--- config.mk ---
export PLATFORM = sky130hd
export DESIGN_NAME = alu_top
export DESIGN_NICKNAME = d
export VERILOG_FILES = /design/src/rtl/alu_pkg.sv /design/src/rtl/alu_divider.sv /design/src/rtl/alu_top.sv
export SDC_FILE = /design/constraint.sdc
export NUM_CORES = 1
export LEC_CHECK = 0
export ABC_AREA = 1
export CAP_MARGIN = 30
export CORE_UTILIZATION = 63
export CTS_BUF_LIST = sky130_fd_sc_hd__clkbuf_4 sky130_fd_sc_hd__clkbuf_8 sky130_fd_sc_hd__clkbuf_16
export CTS_CLUSTER_SIZE = 14
export DETAILED_ROUTE_END_ITERATION = 8
export MAX_ROUTING_LAYER = met4
export PLACE_DENSITY = 0.82
export SETUP_SLACK_MARGIN = 0.5
export SLEW_MARGIN = 20
export SYNTH_ARGS = -nofsm -noshare
export SYNTH_HDL_FRONTEND = slang
export SYNTH_SLANG_ARGS = --single-unit
--- constraint.sdc ---
create_clock -name clk_i -period 0.8 [get_ports clk_i]
set_clock_uncertainty 0.1 [all_clocks]
set_input_delay 0.24 -clock clk_i [delete_from_list [all_inputs] [get_ports clk_i]]
set_output_delay 0.24 -clock clk_i [all_outputs]
set_load 0.1 [all_outputs]
--- src/rtl/alu_pkg.sv ---
// Shared types and constants for the 8-bit unsigned ALU.
package alu_pkg;

    localparam int ALU_WIDTH = 8;

    typedef enum logic [2:0] {
        OP_ADD = 3'b000,
        OP_SUB = 3'b001,
        OP_MUL = 3'b010,
        OP_DIV = 3'b011,
        OP_MOD = 3'b100,
        OP_AND = 3'b101,
        OP_OR  = 3'b110,
        OP_XOR = 3'b111
    } opcode_t;

    // Quotient reported when the divisor is zero.
    localparam logic [ALU_WIDTH-1:0] DIV0_QUOTIENT = '1;

endpackage

--- src/rtl/alu_divider.sv ---
// Combinational restoring divider, fully unrolled so one operation completes per clock.
module alu_divider
    import alu_pkg::*;
#(
    parameter int WIDTH = ALU_WIDTH
) (
    input  logic [WIDTH-1:0] dividend_i,
    input  logic [WIDTH-1:0] divisor_i,
    output logic [WIDTH-1:0] quotient_o,
    output logic [WIDTH-1:0] remainder_o,
    output logic             div_by_zero_o
);

    logic [WIDTH:0]   rem;
    logic [WIDTH:0]   diff;
    logic [WIDTH-1:0] quot;

    // One shift/trial-subtract/restore stage per dividend bit, MSB first.
    always_comb begin
        rem  = '0;
        diff = '0;
        quot = '0;
        for (int i = WIDTH - 1; i >= 0; i--) begin
            rem  = {rem[WIDTH-1:0], dividend_i[i]};
            diff = rem - {1'b0, divisor_i};
            if (!diff[WIDTH]) begin
                rem     = diff;
                quot[i] = 1'b1;
            end else begin
                quot[i] = 1'b0;
            end
        end
    end

    assign quotient_o    = quot;
    assign remainder_o   = rem[WIDTH-1:0];
    assign div_by_zero_o = (divisor_i == '0);

endmodule

--- src/rtl/alu_top.sv ---
// 8-bit unsigned ALU: opcode mux feeding registered result and error flag, 1-cycle latency.
module alu_top
    import alu_pkg::*;
#(
    parameter int WIDTH = ALU_WIDTH
) (
    input  logic             clk_i,
    input  logic             rst_ni,
    input  logic [2:0]       ctrl_i,
    input  logic [WIDTH-1:0] data0_i,
    input  logic [WIDTH-1:0] data1_i,
    output logic [WIDTH-1:0] result_o,
    output logic             err_o
);

    logic [WIDTH-1:0] result_d, result_q;
    logic             err_d, err_q;
    logic [WIDTH-1:0] quotient;
    logic [WIDTH-1:0] remainder;
    logic             div_by_zero;

    alu_divider #(.WIDTH(WIDTH)) u_divider (
        .dividend_i    (data0_i),
        .divisor_i     (data1_i),
        .quotient_o    (quotient),
        .remainder_o   (remainder),
        .div_by_zero_o (div_by_zero)
    );

    // Select the result for the current opcode; all arithmetic wraps to WIDTH bits.
    always_comb begin
        result_d = '0;
        err_d    = 1'b0;
        case (opcode_t'(ctrl_i))
            OP_ADD: result_d = data0_i + data1_i;
            OP_SUB: result_d = data0_i - data1_i;
            OP_MUL: result_d = data0_i * data1_i;
            OP_DIV: begin
                result_d = div_by_zero ? DIV0_QUOTIENT[WIDTH-1:0] : quotient;
                err_d    = div_by_zero;
            end
            OP_MOD: begin
                // Divide by zero returns the dividend unchanged.
                result_d = div_by_zero ? data0_i : remainder;
                err_d    = div_by_zero;
            end
            OP_AND: result_d = data0_i & data1_i;
            OP_OR:  result_d = data0_i | data1_i;
            OP_XOR: result_d = data0_i ^ data1_i;
            default: begin
                result_d = '0;
                err_d    = 1'b0;
            end
        endcase
    end

    // Output registers; reset clears any in-flight result immediately.
    always_ff @(posedge clk_i or negedge rst_ni) begin
        if (!rst_ni) begin
            result_q <= '0;
            err_q    <= 1'b0;
        end else begin
            result_q <= result_d;
            err_q    <= err_d;
        end
    end

    assign result_o = result_q;
    assign err_o    = err_q;

endmodule

==> results.toml, run 1 <==
[logic_synthesis]
yosys.area.top_type = "ha_1"
ys.warnings.count = 0
ys_top_cells_by_area = "ha_1, nand2_1, inv_1"
synth_top_area_share_pct = 24.0
synthFlopType = "dfrtp_1"
netlist_instances = 820
ys_ff_latch = 9
ys_types = 42
synth_edf_count = 0
syn_area_sq_um = 5470
syn_area_per_cell_sq_um = 6.67
yosysSeqAreaShare_pct = 4.12
ys_async_sr_fraction_pct = 100

[floorplan]
dieWidth_um = 95.2
initial_utilization_pct = 65.9
io_pins = 30
rows = 33
dieHeight_um = 95.2

[clock_tree]
cts.path.max_buffers = 2
htreeDepth = 1
cts-buffers-inserted = 3
clock-sinks = 9
postCtsSetupBuffers = 49
cts_resized = 129
cts-root-buf = "clkbuf_8"

[outcome]
status = "did not finish"
tool.error = "[ERROR DPL-0038] Utilization greater than 100%, impossible to legalize"
stop_stage = "clock tree synthesis"

[place]
gp_congestion = 1.08
port_buffers = 29
dp_hpwl_um = 18900
[cell usage after synthesis (all sizes together), types with 4 or more instances]
library cell  count
fa               20
o21ai            47
nand3            60
inv             153
or2               4
o21bai           11
dfrtp             9
nand2           195
nand3b            8
ha              105
buf               7
nor2             46
a21oi            55
xnor2            20
a31oi             4
nor3              9
xor2             44
[through the flow]
| stage | hold WS, ns | std cells | setup slack, ns | instance area (sq um) | util [%] |
|---|---|---|---|---|---|
| 2_1_floorplan | -0.156 | 823 | -11.02 | 5750 | - |
| 3_3_place_gp | 0.474 | 1175 | -11.30 | 7900 | 95.2 |
| 3_5_place_dp | 0.513 | 1175 | -12.42 | 7900 | 95.2 |
[kinds of logic after synthesis]
kind of cell,after synthesis,synth area share [%]
flops,9,4.12
fa+ha+maj,125,31.3
xor+xnor,64,10.2
mux,1,0.206
buf+inv,162,11.6
compound gates,134,14.4
simple gates,324,28.0
other cells,1,0.0686
==> run 2: changes to the inputs <==
- CORE_UTILIZATION: 63 -> 40
- CTS_BUF_LIST: sky130_fd_sc_hd__clkbuf_4 sky130_fd_sc_hd__clkbuf_8 sky130_fd_sc_hd__clkbuf_16 -> default
- CTS_CLUSTER_SIZE: 14 -> default
- MAX_ROUTING_LAYER: met4 -> default
- PLACE_DENSITY: 0.82 -> default
- PLACE_DENSITY_LB_ADDON: default -> 0.15
- SETUP_SLACK_MARGIN: 0.5 -> default
==> run 2 against run 1 <==
  * The flow now finishes, with violations (setup timing)
  * Area after synthesis stayed put
  * Synthesized cell count is the same
==> results.toml, run 2 <==
[logic_synthesis]
syn_area_per_cell_sq_um = 6.67
ys_async_sr_fraction_pct = 100
syn_area_sq_um = 5470
ys_top_cells_by_area = "ha_1, nand2_1, inv_1"
ys_types = 42
synthFlopType = "dfrtp_1"
netlist_instances = 820
yosysSeqAreaShare_pct = 4.12
yosys-top-cells-count = "nand2_1, inv_1, ha_1, a21oi_1, nand3_1"
synth_most_common_cell = "nand2_1"
yosys.area.top_type = "ha_1"
ys.warnings.count = 0
synth_edf_count = 0
synth_top_area_share_pct = 24.0
ys_ff_latch = 9

[final_layout]
syn_to_final_growth_pct = 74.4
nets = 1344
largest_reg_flops = 8
mostFrequentLayoutCell = "buf_4"
finalCoreUtilization_pct = 71.7
n_fill_cell = 1001
most-common-layout-cells = "buf_4, nand2_1, inv_1, ha_1, a21oi_1"
drive_above_1_share_pct = 46.1
diodes = 0

[floorplan]
die-area_sq_um = 14100
rows = 42
io_pins = 30
initial_utilization_pct = 41.1
dieHeight_um = 119
dieWidth_um = 119
core_sq_um = 13300

[drt]
via_per_inst = 5.02
initialDrtViolationCount = 237
wl_um = 21300
post_drt_wl_per_cell_um = 15.5
drcViolationCount = 0
first_pass_iters = 4
vias = 6898
ant_nets = 0

[grt]
grt_max_degree = 17
grt_busiest_layer = "met2"
grt-ovfl-total = 0
gr-usage-met3_pct = 1.82
grt_pass1_wl_um = 32800
grt_use_met1_pct = 32.4
grt_pass1_vias = 7077
grt_use_met2_pct = 54.8
antenna_found_initial = 0
grtUsageTotal_pct = 28.9

[worst_setup_path]
critical_path.max_fanout = 8
start_kind = "primary input"
crit_top_cell = "buf_4"
cpPeakStageDelay_ns = 0.37
crit_required_ns = 0.80
arrival_ns = 12.17
end_kind = "flop"
path_class = "primary input to flop"
crit_slowest_cell = "fa_2"

[sta]
worst_slack_ns = -11.37
finalSetupViolations = 18
max_freq_mhz = 82.2
min_period_over_period_pct = 1520
maxSlewViolCount = 0
finalHoldViolations = 0
grt_setup_unrepaired = "true"
period_needed_ns = 12.17

[clock_tree]
htreeDepth = 1
cts-root-buf = "clkbuf_16"
cts-buffers-inserted = 3
cts.path.max_buffers = 2
hold_buffers = 0
cts_tree = "built"
clock-sinks = 9
cts.clk_slew.worst_paths_ns = 0.04

[outcome]
status = "finished, violations left"
violations = "setup timing"

[place]
port_buffers = 29
dp_hpwl_um = 15000
gp_congestion = 0.900

[job]
max_cap_violations = 0

[hold_path]
hold_path_class = "primary input to asynchronous set/reset pin"
-- run 2: cell counts after synthesis --
Identical to the previous run, type by type.
-- run 2: repair_timing --
action | CTS | global route
gates cloned | 2 | 0
resized for setup | 70 | 81
pin swaps | 61 | 57
setup endpoints to repair | 18 | 18
buffers inserted | 90 | 23
-- run 2: layout make-up --
class | count | area, sq um | area share (%)
multi-input cells | 653 | 5270 | 55.2
repair buffers | 377 | 3100 | 32.5
inverters | 153 | 601 | 6.30
flip-flops and latches | 9 | 259 | 2.72
well taps | 176 | 220 | 2.31
clock buffers | 4 | 78.8 | 0.826
repair inverters | 1 | 11.3 | 0.118
-- run 2: worst paths after layout --
check,start,end,slack [ns]
max in group asynchronous,rst_ni,result_o[3]$_DFF_PN0_,0.26
max,data0_i[7],result_o[3]$_DFF_PN0_,-11.37
min in group clk_i,data0_i[7],result_o[7]$_DFF_PN0_,0.58
min,rst_ni,result_o[7]$_DFF_PN0_,0.22
-- run 2: metrics by stage --
| step | setup TNS [ns] | worst slack (ns) | cells | cell area, sq um | hold slack (ns) |
|---|---|---|---|---|---|
| final | -93.63 | -11.37 | 1373 | 9540 | 0.224 |
| after floorplan | -89.84 | -11.02 | 823 | 5750 | -0.156 |
| after global placement | -95.14 | -11.60 | 1255 | 8050 | 0.477 |
| after CTS | -89.99 | -10.71 | 1350 | 8990 | 0.226 |
| after global routing | -99.27 | -11.88 | 1373 | 9540 | 0.242 |
| after detailed placement | -97.84 | -11.92 | 1255 | 8050 | 0.471 |
-- run 2: kinds of logic after synthesis --
family                   count (synthesis)  synth area share [%]
adder cells (fa/ha/maj)                125                  31.3
other                                    1                0.0686
XOR/XNOR                                64                  10.2
AND/OR/NAND/NOR                        324                  28.0
flip-flops                               9                  4.12
multiplexers                             1                 0.206
AO/OA/AOI/OAI                          134                  14.4
buffers and inverters                  162                  11.6
-- run 2: per-layer routing --
metal	routed length (um)	share of wire, %
met1	8550	40
met2	11000	52
met3	595	2.8
met4	1150	5.4
met5	0	0
-- run 2: critical path, delay by kind of cell --
kind                       cells  cell delay (ns)
adders and majority gates      6             1.60
and+or+nand+nor               25             2.57
AOI/OAI and AO/OA             13             1.73
buffers and inverters         53             6.03
Power of run 2 is not shown: default switching activity piles up to over one toggle a cycle in this logic, so the estimate is an artifact.
==> run 3: changes to the inputs <==
- CORE_UTILIZATION: 40 -> 55
- clock period: 0.8 -> 9.85 ns (I/O delays scaled with it)
==> run 3 against run 2 <==
  * The run still ends with setup timing left
  * Count of clock-buffer cells in the layout is the same
  * Sequential share of layout area shrank 0.15 points
  * Via count grew 10%
  * Die area shrank 27%
  * Final cell count shrank 9.1%
  * Non-clock buffer count shrank 82
==> results.toml, run 3 (synthesized netlist as in run 2, its figures left out) <==
[outcome]
status = "finished, violations left"
violations = "setup timing"

[final_layout]
syn_to_final_growth_pct = 60.2
most-common-layout-cells = "buf_4, nand2_1, inv_1, ha_1, xor2_1"
nets = 1262
fin_cells = 1248
diodes = 0
drive_above_1_share_pct = 41.2
largest_reg_flops = 8
mostFrequentLayoutCell = "buf_4"

[floorplan]
io_pins = 30
die-area_sq_um = 10300
dieWidth_um = 102
core_sq_um = 9680
initial_utilization_pct = 56.5
rows = 36
dieHeight_um = 102

[hold_path]
hold_path_class = "primary input to asynchronous set/reset pin"

[clock_tree]
clock-sinks = 9
cts_tree = "built"
htreeDepth = 1
hold_buffers = 0
cts.clk_slew.worst_paths_ns = 0.04
cts-root-buf = "clkbuf_8"
cts-buffers-inserted = 3
cts.path.max_buffers = 2

[drt]
drcViolationCount = 0
first_pass_iters = 9
vias = 7613
initialDrtViolationCount = 715
post_drt_wl_per_cell_um = 20.9
wl_um = 26000
ant_nets = 0
via_per_inst = 6.10

[worst_setup_path]
path_delay_family = "simple AND/OR/NAND/NOR gates"
critical_path.max_fanout = 7
arrival_ns = 15.36
cpPeakStageDelay_ns = 0.39
crit_buf_inv = 21
start_kind = "primary input"
crit_slowest_cell = "fa_2"
crit_top_cell = "nor2_1"
end_kind = "flop"
crit_required_ns = 9.85
path_class = "primary input to flop"

[job]
max_cap_violations = 0

[grt]
grt_pass1_wl_um = 32400
grtUsageTotal_pct = 40.1
grt_max_degree = 17
grt_pass1_vias = 7098
grt-ovfl-total = 0
antenna_found_initial = 0

[place]
dp_hpwl_um = 14400
gp_congestion = 0.966
dp.cells = 1163
port_buffers = 29

[sta]
grt_setup_unrepaired = "true"
slew_headroom_pct = 34.0
max_freq_mhz = 65.1
maxSlewViolCount = 0
worst_slack_ns = -5.51
setup-tns-final_ns = -43.61
min_period_over_period_pct = 156
finalSetupViolations = 8
finalHoldViolations = 0
period_needed_ns = 15.36
worstMarginPinSlew_ns = 0.987
[run 3: path summary, 6_finish.rpt]
kind	start	endpoint	slack, ns	cells after the start
max in group asynchronous	rst_ni	result_o[0]$_DFF_PN0_	6.48	1
min in group clk_i	data0_i[7]	result_o[7]$_DFF_PN0_	3.25	6
min	rst_ni	result_o[6]$_DFF_PN0_	2.90	1
max	data0_i[7]	result_o[7]$_DFF_PN0_	-5.51	95
[run 3: layout make-up]
class | count | area (sq um)
clock buffers | 4 | 45.0
fillers | 410 | 920
inverters | 153 | 606
multi-input cells | 654 | 5420
flip-flops and latches | 9 | 225
well taps | 133 | 166
repair buffers | 295 | 2300
[run 3: routing by layer]
metal,vias up,GRT usage (%),part of all wire [%]
met4,0,30.8,11
met2,657,72.2,46
li1,3238,-,-
met1,3418,42.5,33
met3,300,4.90,10
met5,-,0,0
[run 3: stage by stage]
step	cell area [sq um]	setup slack, ns	hold slack [ns]	util [%]
final	8760	-5.51	2.90	90.5
after floorplan	5710	-4.68	2.56	-
after detailed placement	7480	-5.59	3.16	77.3
after global routing	8760	-6.03	2.95	90.5
after CTS	8250	-4.28	2.92	85.2
after global placement	7480	-5.20	3.15	77.3
[run 3: what timing repair did]
item	4_1_cts	5_1_grt
hold endpoints to repair	0	0
pin swaps	51	26
gates resized for setup	88	74
buffers inserted	61	18
setup endpoints to repair	8	8
cloned	2	0
Power of run 3 is left out for the same reason.
==> run 4: changes to the inputs <==
- CORE_UTILIZATION: 55 -> 50
- DONT_BUFFER_PORTS: default -> 1
==> run 4 against run 3 <==
  * Die area rose by 9.8%
  * Hold slack got worse by 0.59 ns
  * Final cell count shrank 5.4%
  * Wire length shrank 28%
  * Utilization fell by 14 points
  * Critical path depth up 2
  * Sequential share of layout area grew 0.24 points
  * Via count decreased by 16%
  * Count of clock-buffer cells in the layout is the same
  * Worst setup slack gained 0.68 ns
  * Global-route usage down 8.3 points
  * Critical endpoint is now result_o[2]$_DFF_PN0_
  * The flow still finishes with violations (setup timing)
  * Non-clock buffer count shrank 71
==> results.toml, run 4 (synthesized netlist as in run 2, its figures left out) <==
[outcome]
status = "finished, violations left"
violations = "setup timing"

[worst_setup_path]
start_kind = "primary input"
crit_slowest_cell = "fa_2"
cpPeakStageDelay_ns = 0.38
critical_path.max_fanout = 7
crit_buf_inv = 15
crit_top_cell = "nor2_1"
end_kind = "flop"
path_class = "primary input to flop"
path_delay_family = "simple AND/OR/NAND/NOR gates"
arrival_ns = 14.67
crit_required_ns = 9.84

[drt]
first_pass_iters = 7
via_per_inst = 5.38
wl_um = 18800
initialDrtViolationCount = 354
drcViolationCount = 0
vias = 6359
post_drt_wl_per_cell_um = 15.9
ant_nets = 0

[grt]
grtUsageTotal_pct = 31.8
grt-ovfl-total = 0
grt_pass1_vias = 6333
grt_pass1_wl_um = 29400
grt_max_degree = 18
antenna_found_initial = 0

[sta]
period_needed_ns = 14.68
worstMarginPinSlew_ns = 0.933
grt_setup_unrepaired = "true"
min_period_over_period_pct = 149
slew_headroom_pct = 37.3
worst_slack_ns = -4.83
max_freq_mhz = 68.1
maxSlewViolCount = 0
finalHoldViolations = 0
finalSetupViolations = 8

[clock_tree]
cts.clk_slew.worst_paths_ns = 0.05
htreeDepth = 1
cts_tree = "built"
cts.path.max_buffers = 2
cts-buffers-inserted = 3
hold_buffers = 0
clock-sinks = 9
cts-root-buf = "clkbuf_8"

[final_layout]
largest_reg_flops = 8
mostFrequentLayoutCell = "buf_4"
most-common-layout-cells = "buf_4, nand2_1, inv_1, ha_1, a21oi_1"
drive_above_1_share_pct = 38.1
nets = 1192
fin_cells = 1181
syn_to_final_growth_pct = 46.4
diodes = 0

[place]
port_buffers = 0
dp.cells = 1124
gp_congestion = 0.934
dp_hpwl_um = 13700

[job]
max_cap_violations = 0

[floorplan]
die-area_sq_um = 11400
io_pins = 30
rows = 37
dieWidth_um = 107
core_sq_um = 10500
initial_utilization_pct = 52.3
dieHeight_um = 107

[hold_path]
hold_path_class = "primary input to asynchronous set/reset pin"
## run 4: final timing paths
kind                            start               endpoint  slack (ns)  cells after the start
setup / recovery           data0_i[7]  result_o[2]$_DFF_PN0_       -4.83                     97
hold / removal                 rst_ni  result_o[0]$_DFF_PN0_        2.32                      0
max in group asynchronous      rst_ni  result_o[2]$_DFF_PN0_        7.27                      0
min in group clk_i          ctrl_i[1]  result_o[1]$_DFF_PN0_        2.80                      2
## run 4: final cells by class
type                    count  area [sq um]
clock buffers               4          45.0
well taps                 136           170
repair inverters            1          6.26
flip-flops and latches      9           225
repair buffers            224          1710
fillers                   766          2450
multi-input cells         654          5250
inverters                 153           608
## run 4: per-layer routing
layer  global-route usage, %  up-vias  share of wire, %
li1                        -     3102                 -
met1                    37.9     2981                41
met2                    60.2      217                51
met3                    2.37       59               5.2
met4                    9.39        0               3.2
met5                       0        -                 0
## run 4: through the flow
step / utilization (%) / TNS [ns] / hold slack [ns] / cell area (sq um) / setup WS (ns)
after detailed placement: 67.9 / -39.71 / 2.56 / 7100 / -5.01
after global placement: 67.9 / -36.54 / 2.56 / 7100 / -4.61
after global routing: 76.6 / -44.38 / 2.31 / 8010 / -5.57
after floorplan: - / -37.18 / 2.56 / 5710 / -4.68
after CTS: 73.3 / -32.90 / 2.32 / 7670 / -4.15
final: 76.6 / -38.35 / 2.32 / 8010 / -4.83
## run 4: repair_timing
item,4_1_cts,5_1_grt
setup endpoints to repair,8,8
buffers inserted,38,12
cloned,3,0
gates resized for setup,53,53
pin swaps,48,57
Power of run 4 is left out for the same reason.
